==> src/rtl/uart_pkg.sv <==
// Shared definitions for the configurable UART transmitter.
//   parity_e : line encoding of parity_mode
//   state_e  : transmitter frame state
//   eff_div  : maps the runtime divisor to clocks-per-bit
package uart_pkg;

  typedef enum logic [1:0] {
    PAR_NONE = 2'b00,
    PAR_EVEN = 2'b01,
    PAR_ODD  = 2'b10,
    PAR_MARK = 2'b11
  } parity_e;

  typedef enum logic [2:0] {
    IDLE,
    START,
    DATA,
    PARITY,
    STOP
  } state_e;

  // 0 selects the build-time default rate; 1 would leave no room for the
  // counter to reach D-1 after a restart, so it is clamped to 2.
  function automatic logic [31:0] eff_div(input logic [31:0] div,
                                          input logic [31:0] dflt);
    if (div == 32'd0)      return dflt;
    else if (div == 32'd1) return 32'd2;
    else                   return div;
  endfunction

  // Parity bit for a frame given the XOR reduction of its data bits.
  function automatic logic par_bit(input parity_e pm, input logic data_xor);
    case (pm)
      PAR_EVEN: return data_xor;
      PAR_ODD:  return ~data_xor;
      PAR_MARK: return 1'b1;
      default:  return 1'b0;
    endcase
  endfunction

endpackage

==> src/rtl/uart_tx_cfg_if.sv <==
// Producer-side bus of the UART transmitter: character handshake plus the
// per-frame configuration that is latched at acceptance.
//   master : producer (drives data/valid/config, sees ready)
//   slave  : transmitter
interface uart_tx_cfg_if #(
  parameter int DATA_BITS = 8,
  parameter int DIV_WIDTH = 16
);
  logic [DATA_BITS-1:0] data_in;
  logic                 data_in_valid;
  logic                 data_in_ready;
  logic [1:0]           parity_mode;
  logic                 two_stop;
  logic [DIV_WIDTH-1:0] baud_div;

  modport master (
    output data_in, data_in_valid, parity_mode, two_stop, baud_div,
    input  data_in_ready
  );

  modport slave (
    input  data_in, data_in_valid, parity_mode, two_stop, baud_div,
    output data_in_ready
  );
endinterface

==> src/rtl/uart_baud_gen.sv <==
// Bit-period timer. Counts 0..D-1 while run is high and flags the last
// cycle of each bit. restart zeroes the counter and loads a new divisor.
//   clk, reset_n : clock, async active-low reset
//   restart      : load div_in, counter to 0 (frame accept)
//   run          : frame in progress
//   div_in       : effective clocks per bit (>= 2)
//   bit_end      : counter == D-1 while running
module uart_baud_gen #(
  parameter int DIV_WIDTH = 16
) (
  input  logic                 clk,
  input  logic                 reset_n,
  input  logic                 restart,
  input  logic                 run,
  input  logic [DIV_WIDTH-1:0] div_in,
  output logic                 bit_end
);

  logic [DIV_WIDTH-1:0] cnt_q, cnt_d;
  logic [DIV_WIDTH-1:0] div_q, div_d;

  assign bit_end = run && (cnt_q == div_q - DIV_WIDTH'(1));

  always_comb begin
    cnt_d = cnt_q;
    div_d = div_q;
    if (restart) begin
      cnt_d = '0;
      div_d = div_in;
    end else if (run) begin
      // Return to 0 on the boundary itself, so there is no extra wrap cycle.
      cnt_d = bit_end ? '0 : cnt_q + DIV_WIDTH'(1);
    end
  end

  always_ff @(posedge clk or negedge reset_n) begin
    if (!reset_n) begin
      cnt_q <= '0;
      div_q <= '0;
    end else begin
      cnt_q <= cnt_d;
      div_q <= div_d;
    end
  end

endmodule

==> src/rtl/uart_tx_cfg.sv <==
// Runtime-configurable UART transmitter (DATA_BITS 5..8, optional parity,
// one or two stop bits, per-frame baud divisor, zero-gap back-to-back).
//   clk, reset_n : clock, async active-low reset
//   bus          : character handshake + per-frame config (slave side)
//   serial_out   : registered UART line, idle high
//   tx_busy      : frame in progress
//   tx_done      : one-cycle pulse in the last cycle of the final stop bit
module uart_tx_cfg
  import uart_pkg::*;
#(
  parameter int CLOCK_FREQ = 125_000_000,
  parameter int BAUD_RATE  = 115_200,
  parameter int DATA_BITS  = 8,
  parameter int DIV_WIDTH  = 16
) (
  input  logic          clk,
  input  logic          reset_n,
  uart_tx_cfg_if.slave  bus,
  output logic          serial_out,
  output logic          tx_busy,
  output logic          tx_done
);

  localparam int DEF_DIV = CLOCK_FREQ / BAUD_RATE;

  state_e               state_q, state_d;
  logic [DATA_BITS-1:0] shreg_q, shreg_d;
  logic [2:0]           bit_idx_q, bit_idx_d;
  logic                 par_en_q, par_en_d;
  logic                 par_val_q, par_val_d;
  logic                 two_stop_q, two_stop_d;
  logic                 stop_idx_q, stop_idx_d;
  logic                 serial_out_q, serial_out_d;

  logic                 bit_end;
  logic                 last_stop;
  logic                 accept;
  logic                 load_frame;
  logic [DIV_WIDTH-1:0] div_eff;
  parity_e              pm;

  assign pm      = parity_e'(bus.parity_mode);
  assign div_eff = DIV_WIDTH'(eff_div(32'(bus.baud_div), 32'(DEF_DIV)));

  // Final cycle of the final stop bit: the frame ends here, and a new
  // character may be taken so its start bit follows with no idle gap.
  assign last_stop = (state_q == STOP) && (stop_idx_q || !two_stop_q) && bit_end;

  assign bus.data_in_ready = (state_q == IDLE) || last_stop;
  assign accept            = bus.data_in_valid && bus.data_in_ready;

  assign serial_out = serial_out_q;
  assign tx_busy    = (state_q != IDLE);
  assign tx_done    = last_stop;

  uart_baud_gen #(.DIV_WIDTH(DIV_WIDTH)) u_baud (
    .clk     (clk),
    .reset_n (reset_n),
    .restart (accept),
    .run     (tx_busy),
    .div_in  (div_eff),
    .bit_end (bit_end)
  );

  // serial_out_d always reflects the bit of the state being entered, so the
  // registered line changes on the same edge as the state.
  always_comb begin
    state_d      = state_q;
    shreg_d      = shreg_q;
    bit_idx_d    = bit_idx_q;
    par_en_d     = par_en_q;
    par_val_d    = par_val_q;
    two_stop_d   = two_stop_q;
    stop_idx_d   = stop_idx_q;
    serial_out_d = serial_out_q;
    load_frame   = 1'b0;

    unique case (state_q)
      IDLE: begin
        serial_out_d = 1'b1;
        load_frame   = accept;
      end
      START: begin
        if (bit_end) begin
          state_d      = DATA;
          bit_idx_d    = '0;
          serial_out_d = shreg_q[0];
        end
      end
      DATA: begin
        if (bit_end) begin
          if (bit_idx_q == 3'(DATA_BITS - 1)) begin
            if (par_en_q) begin
              state_d      = PARITY;
              serial_out_d = par_val_q;
            end else begin
              state_d      = STOP;
              stop_idx_d   = 1'b0;
              serial_out_d = 1'b1;
            end
          end else begin
            bit_idx_d    = bit_idx_q + 3'd1;
            shreg_d      = shreg_q >> 1;
            serial_out_d = shreg_q[1];
          end
        end
      end
      PARITY: begin
        if (bit_end) begin
          state_d      = STOP;
          stop_idx_d   = 1'b0;
          serial_out_d = 1'b1;
        end
      end
      STOP: begin
        if (last_stop) begin
          if (accept) begin
            load_frame = 1'b1;
          end else begin
            state_d      = IDLE;
            serial_out_d = 1'b1;
          end
        end else if (bit_end) begin
          stop_idx_d = 1'b1;
        end
      end
      default: begin
        state_d      = IDLE;
        serial_out_d = 1'b1;
      end
    endcase

    // Everything the frame needs is captured here; later input changes
    // cannot reach the line until the next accept.
    if (load_frame) begin
      state_d      = START;
      serial_out_d = 1'b0;
      shreg_d      = bus.data_in;
      par_en_d     = (pm != PAR_NONE);
      par_val_d    = par_bit(pm, ^bus.data_in);
      two_stop_d   = bus.two_stop;
      stop_idx_d   = 1'b0;
      bit_idx_d    = '0;
    end
  end

  always_ff @(posedge clk or negedge reset_n) begin
    if (!reset_n) begin
      state_q      <= IDLE;
      shreg_q      <= '0;
      bit_idx_q    <= '0;
      par_en_q     <= 1'b0;
      par_val_q    <= 1'b0;
      two_stop_q   <= 1'b0;
      stop_idx_q   <= 1'b0;
      serial_out_q <= 1'b1;
    end else begin
      state_q      <= state_d;
      shreg_q      <= shreg_d;
      bit_idx_q    <= bit_idx_d;
      par_en_q     <= par_en_d;
      par_val_q    <= par_val_d;
      two_stop_q   <= two_stop_d;
      stop_idx_q   <= stop_idx_d;
      serial_out_q <= serial_out_d;
    end
  end

endmodule

==> src/flat_wrapper.sv <==
// flat-port wrapper written by rule: the top's interface ports become plain ports
module uart_tx_cfg_flat import uart_pkg::*;
#(
  parameter int CLOCK_FREQ = 125_000_000,
  parameter int BAUD_RATE  = 115_200,
  parameter int DATA_BITS  = 8,
  parameter int DIV_WIDTH  = 16
)
  (clk, reset_n, serial_out, tx_busy, tx_done, bus_data_in, bus_data_in_valid, bus_parity_mode, bus_two_stop, bus_baud_div, bus_data_in_ready);
  uart_tx_cfg_if #(.DATA_BITS(DATA_BITS), .DIV_WIDTH(DIV_WIDTH)) bus_i ();
  input  logic clk;
  input  logic reset_n;
  output logic serial_out;
  output logic tx_busy;
  output logic tx_done;
  input wire logic [$bits(bus_i.data_in)-1:0] bus_data_in;
  input wire logic [$bits(bus_i.data_in_valid)-1:0] bus_data_in_valid;
  input wire logic [$bits(bus_i.parity_mode)-1:0] bus_parity_mode;
  input wire logic [$bits(bus_i.two_stop)-1:0] bus_two_stop;
  input wire logic [$bits(bus_i.baud_div)-1:0] bus_baud_div;
  output wire logic [$bits(bus_i.data_in_ready)-1:0] bus_data_in_ready;
  assign bus_i.data_in = bus_data_in;
  assign bus_i.data_in_valid = bus_data_in_valid;
  assign bus_i.parity_mode = bus_parity_mode;
  assign bus_i.two_stop = bus_two_stop;
  assign bus_i.baud_div = bus_baud_div;
  assign bus_data_in_ready = bus_i.data_in_ready;
  uart_tx_cfg #(.CLOCK_FREQ(CLOCK_FREQ), .BAUD_RATE(BAUD_RATE), .DATA_BITS(DATA_BITS), .DIV_WIDTH(DIV_WIDTH)) u_core (.clk(clk), .reset_n(reset_n), .bus(bus_i), .serial_out(serial_out), .tx_busy(tx_busy), .tx_done(tx_done));
endmodule
==> config.mk <==
export PLATFORM = sky130hd
export DESIGN_NAME = uart_tx_cfg_flat
export DESIGN_NICKNAME = d
export VERILOG_FILES = /design/src/rtl/uart_pkg.sv /design/src/rtl/uart_tx_cfg_if.sv /design/src/rtl/uart_baud_gen.sv /design/src/rtl/uart_tx_cfg.sv /design/src/flat_wrapper.sv
export SDC_FILE = /design/constraint.sdc
export NUM_CORES = 1
export LEC_CHECK = 0
export BUFFER_PORTS_ARGS = -buffer_cell sky130_fd_sc_hd__buf_2
export CORE_MARGIN = 3
export CORE_UTILIZATION = 55
export CTS_BUF_LIST = sky130_fd_sc_hd__clkbuf_8
export CTS_CLUSTER_DIAMETER = 60
export DETAILED_ROUTE_END_ITERATION = 8
export GPL_TIMING_DRIVEN = 0
export PLACE_DENSITY = 0.82
export SYNTH_ARGS = -nofsm -noshare
export SYNTH_HDL_FRONTEND = slang
export SYNTH_SLANG_ARGS = --single-unit
==> constraint.sdc <==
create_clock -name clk -period 2.9 [get_ports clk]
set_input_delay 0.145 -clock clk [delete_from_list [all_inputs] [get_ports clk]]
set_output_delay 0.145 -clock clk [all_outputs]
set_load 0.01 [all_outputs]
; Word-level counts from Yosys, hierarchy flattened
; Index checks and enable logic that the tools add are counted.
[classes]
addsub = 3
eq_ne = 22
mux = 43
n_bitwise = 1
n_reduce_logical = 22
[ops]
columns = op, count
row1 = $mux W16, 5
row2 = $mux W3, 12
row3 = $mux W8, 4
row4 = $ne A3 B1 Y1 const B, 6
row5 = $add A16 B1 Y16 const B, 1
row6 = $eq A16 B1 Y1 const B, 1
row7 = $eq A16 B16 Y1, 1
row8 = $logic_not A16 Y1, 1
row9 = $mux W1, 16
row10 = $sub A16 B1 Y16 const B, 1
row11 = $pmux W3 S5, 1
row12 = $reduce_and A7 Y1, 2
row13 = $ne A3 B3 Y1 const B, 3
row14 = $reduce_bool A2 Y1, 4
row15 = $reduce_xor A8 Y1, 1
row16 = $eq A3 B2 Y1 const B, 2
row17 = $eq A3 B3 Y1 const B, 2
row18 = $pmux W1 S3, 2
row19 = $pmux W3 S2, 1
row20 = $reduce_bool A3 Y1, 2
row21 = $reduce_and A5 Y1, 1
row22 = $eq A2 B2 Y1 const B, 2
row23 = $logic_and A1 B1 Y1, 4
row24 = $ne A2 B1 Y1 const B, 2
row25 = other kinds (13), 14
[word_totals]
regBits = 51
out_inout_bits = 4
wordCells = 101

; Longest topological paths before layout
[depth]
word_depth = 11
mapped_depth = 11

; Hierarchy
; A second synthesis with hierarchy kept.
[hier_totals]
cells_unflattened = 365
hier_area_um2 = 3442.1
[by_module_without_submodules]
columns = module, instances, cells_each, area_per_inst_um2, seq_area_each_um2
row1 = uart_baud_gen, 1, 228, 2125.8, 800.8
row2 = uart_tx_cfg, 1, 137, 1316.3, 476.7

; Worst setup path before layout
; OpenSTA, ideal clock, no wires.
[synth_path]
path_type = flip-flop to flip-flop
from = reg u_core.u_baud.div_q[2]
to = reg u_core.shreg_q[4]
setup_time_ns = 0.125
arrival_time_ns = 2.701
required_time_ns = 2.775
slack_ns = 0.074
stages_incl_launch_ff = 11
n_path_buf = 2
synth_period_minus_slack_ns = 2.826
path_cell_list = dfrtp_1 -> or4_4 -> nand2b_4 -> xnor2_1 -> o22ai_1 -> and4_1 -> clkbuf_1 -> and4_4 -> buf_6 -> mux2_4 -> mux2_4
[synth_between]
elab_chain_len = 11
word_cells_on_any_way = 14
[synth_lines]
columns = element, line_no
row1 = from (decl), uart_baud_gen.sv:20  ; logic [DIV_WIDTH-1:0] div_q, div_d;
row2 = from (signal assigned), uart_baud_gen.sv:42  ; div_q <= div_d;
row3 = $sub A16 B1 Y16 (*), uart_baud_gen.sv:22  ; assign bit_end = run && (cnt_q == div_q - DIV_WIDTH'(1));
row4 = $eq A16 B16 Y1 (*), uart_baud_gen.sv:22
row5 = $logic_and A1 B1 Y1 (*), uart_baud_gen.sv:22
row6 = $logic_and A1 B1 Y1, uart_tx_cfg.sv:47  ; assign last_stop = (state_q == STOP) && (stop_idx_q || !two_stop_q) && bit_end;
row7 = $logic_or A1 B1 Y1, uart_tx_cfg.sv:49  ; assign bus.data_in_ready = (state_q == IDLE) || last_stop;
row8 = $logic_and A1 B1 Y1, uart_tx_cfg.sv:50  ; assign accept = bus.data_in_valid && bus.data_in_ready;
row9 = $mux W1, uart_tx_cfg.sv:117  ; if (accept) begin
row10 = $mux W1, uart_tx_cfg.sv:116  ; if (last_stop) begin
row11 = $pmux W1 S2, uart_tx_cfg.sv:78  ; unique case (state_q)
row12 = $ne A2 B1 Y1 (no line) or $reduce_bool A2 Y1 (tied branches), --
row13 = $reduce_and A3 Y1 (no line), --
row14 = to (signal assigned), uart_tx_cfg.sv:159  ; shreg_q <= shreg_d;
row15 = to (decl), uart_tx_cfg.sv:27  ; logic [DATA_BITS-1:0] shreg_q, shreg_d;
; Mark *: on every way between the ends. The rest lies on a longest branch, timed or not.
; A chain may end at the register's enable or synchronous reset.

; Worst setup path after layout
[layout_path]
from = reg u_core.u_baud.div_q[1]
to = reg u_core.shreg_q[0]
; Same word-level chain as after synthesis.

==> flow_metrics.env <==
export IMPL_detail_route_antenna_nets=0
export IMPL_drt_iter0_drc=301
export IMPL_ys_types=63
export IMPL_fmax_mhz=335
export IMPL_cts_buffers=5
export IMPL_gp_congestion=0.872
export IMPL_cts_tree="yes"
export IMPL_max_cap_violations=0
export IMPL_layout_common_cells="dfrtp_1, buf_2, nor2_1"
export IMPL_finalPower_mw=1.16
export IMPL_ys_flop_type="dfrtp_1"
export IMPL_drv_slew=0
export IMPL_grt_util_all_layers_pct=22.3
export IMPL_layout_commonest_cell="dfrtp_1"
export IMPL_route_detailed_drc=0
export IMPL_synth_compound_area_share_pct=14.7
export IMPL_synth_fa_ha_area_share_pct=1.49
export IMPL_muxShareOfSynthArea_pct=13.4
export IMPL_path_max_fanout=8
export IMPL_synth_top_family_by_area="simple AND/OR/NAND/NOR gates"
export IMPL_grt_overflow=0
export IMPL_via_count=2919
export IMPL_rows=27
export IMPL_initial_core_util_pct=58.7
export IMPL_hold_ws_ns=0.0544
export IMPL_finClkSkew_ns=0.00751
export IMPL_violations="setup timing"
export IMPL_final_cells=462
export IMPL_die_h_um=84.1
export IMPL_synth_yosys_seq_area_share_pct=38.1
export IMPL_synth_seq_cells=51
export IMPL_critPathKind="flop to flop"
export IMPL_critPathLaunchType="flop"
export IMPL_crit_arrival_ns=3.18
export IMPL_synth_xor_area_share_pct=8.36
export IMPL_synth_area_leaders="dfrtp_1, mux2_4, xnor2_1, xor2_1, mux2i_1"
export IMPL_grt_pass1_wl_um=13100
export IMPL_relSlewSlack_pct=25.0
export IMPL_dp_hpwl_um=5440
export IMPL_tightest_slew_ns=1.12
export IMPL_clk_pin_slew_ns=0.08
export IMPL_place_inst=439
export IMPL_syn_inst=334
export IMPL_yosysTopAreaCell="dfrtp_1"
export IMPL_dieWidth_um=84.1
export IMPL_grt_max_degree=52
export IMPL_setup_viol=6
export IMPL_hold_viol=0
export IMPL_outcome="complete, but fails checks"
export IMPL_yosys_area_share_simple_pct=20.2
export IMPL_antenna_found_initial=0
export IMPL_grt_pass1_vias=2771
export IMPL_io_buffers=33
export IMPL_synth_edf_count=0
export IMPL_diodes=0
export IMPL_p_leak_nw=1.86
export IMPL_syn2layout_area_growth_pct=19.0
export IMPL_synthArstFlopShare_pct=100
export IMPL_final_cell_area_um2=3990
export IMPL_clock_root_buffer="clkbuf_8"
export IMPL_p_per_area_nw_per_um2=291
export IMPL_required_ns=3.09
export IMPL_syn_nets=368
export IMPL_layout_drive_gt1_share_pct=30.3
export IMPL_crit_path_end_kind="flop"
export IMPL_yosysWarnings=0
export IMPL_via_per_inst=6.32
export IMPL_wl_per_cell_um=18.2
export IMPL_yosysTopAreaCellShare_pct=37.3
export IMPL_synth_area_um2=3350
export IMPL_preCtsSetupSlack_ns=-0.238
export IMPL_rsz0062_at_grt="true"
export IMPL_numClockSinks=51
export IMPL_peakVddDrop_mv=0.230
export IMPL_avgSynthCellArea_um2=10.0
export IMPL_hold_buffers=0
export IMPL_clockBufferDepth=2
export IMPL_clk_latency_ns=0.30
export IMPL_setup_ws_ns=-0.0839
export IMPL_die_area_um2=7070
export IMPL_num_io_pins=34
export IMPL_hold_path_class="input pin to asynchronous set/reset pin"
export IMPL_dpl_instance_area_um2=3610
export IMPL_drt_pass1_iterations=6
export IMPL_htree_levels=2
export IMPL_totalWireLength_um=8410
export IMPL_fin_crit_sh_pct=103
export IMPL_core_um2=5710
export IMPL_fin_nets=425
export IMPL_finalCriticalPeriod_ns=2.98
[cells in the mapped netlist, drive strengths merged (6+ instances only)]
cell     n
inv     19
mux2i   11
dfrtp   50
nor3     6
nor2    25
and3    10
nand3   12
mux2    24
a31oi   12
xnor2   17
nand2   20
o21ai   15
xor2    15
nand2b   9
a21oi   15
[what timing repair did]
action | 4_1_cts | 5_1_grt
resized for setup | 15 | 17
endpoints found under the setup margin | 29 | 34
pin swaps | 7 | 12
setup buffers | 6 | 11
gates cloned | 0 | 1
[power breakdown]
part	leakage (nW)	switching, mW	total (mW)	internal, mW
Combinational	1.24	0.0386	0.0693	0.0308
Sequential	0.579	0	0.710	0.710
Clock	0.0413	0.223	0.381	0.158
[state kept, by name, indices dropped and copies added, names as in the netlist]
name / count
u_core.par_val_q: 1
u_core.serial_out: 1
u_core.u_baud.cnt_q: 16
u_core.u_baud.div_q: 16
u_core.par_en_q: 1
u_core.shreg_q: 8
u_core.stop_idx_q: 1
u_core.two_stop_q: 1
u_core.state_q: 3
u_core.bit_idx_q: 3
[layout make-up]
type | count | area, um2
plain buffers | 7 | 68.8
clock buffers | 5 | 68.8
clock inverters | 1 | 3.75
fillers | 406 | 1720
inverters | 19 | 71.3
multi-input cells | 256 | 2090
flip-flops and latches | 51 | 1280
well taps | 72 | 90.1
repair buffers | 51 | 318
[critical path, stage by stage, from the launching register on]
cell       delay, ns
dfrtp_1         0.41
inv_2           0.08
ha_4            0.18
nor2b_1         0.14
or3_1           0.38
a311oi_2        0.28
o2111ai_2       0.21
a21oi_4         0.23
and4_4          0.26
buf_8           0.14
mux2_4          0.31
mux2_4          0.25
[through the flow]
| stage | util [%] | TNS [ns] |
|---|---|---|
| after global routing | 69.9 | -2.46 |
| after global placement | 63.2 | -1.80 |
| after floorplan | - | 0 |
| after CTS | 66.3 | -0.00240 |
| final | 69.9 | -0.473 |
| after detailed placement | 63.2 | -2.73 |
[kinds of logic (layout without fill, tap and decap cells)]
kind of cell               Yosys count  count (layout)
buffers and inverters               27              83
xor gates and xnor gates            32              32
adders and majority gates            4               4
muxes                               35              35
DFF                                 51              51
and+or+nand+nor                    117             117
AOI/OAI and AO/OA                   68              68
[path summary, 6_finish.rpt]
path / slack [ns] / to / cells after the start / start
hold reg to reg: 0.53 / u_core.shreg_q[6]$_DFFE_PN0P_ / 2 / u_core.shreg_q[7]$_DFFE_PN0P_
max in group asynchronous: 2.07 / u_core.u_baud.div_q[2]$_DFFE_PN0N_ / 1 / reset_n
setup reg to reg: -0.08 / u_core.shreg_q[0]$_DFFE_PN0P_ / 11 / u_core.u_baud.div_q[1]$_DFFE_PN0N_
setup / recovery: -0.08 / u_core.shreg_q[0]$_DFFE_PN0P_ / 11 / u_core.u_baud.div_q[1]$_DFFE_PN0N_
hold / removal: 0.05 / u_core.u_baud.cnt_q[1]$_DFFE_PN0P_ / 1 / reset_n
min in group clk: 0.09 / u_core.u_baud.div_q[13]$_DFFE_PN0N_ / 2 / bus_baud_div[13]
[metal layers]
layer | routed length, um | GRT usage, %
met1 | 3600 | 31.0
met4 | 127 | 5.85
met2 | 4100 | 36.2
met3 | 578 | 3.75
met5 | 0 | 0
(Power assumes the default switching activity.)
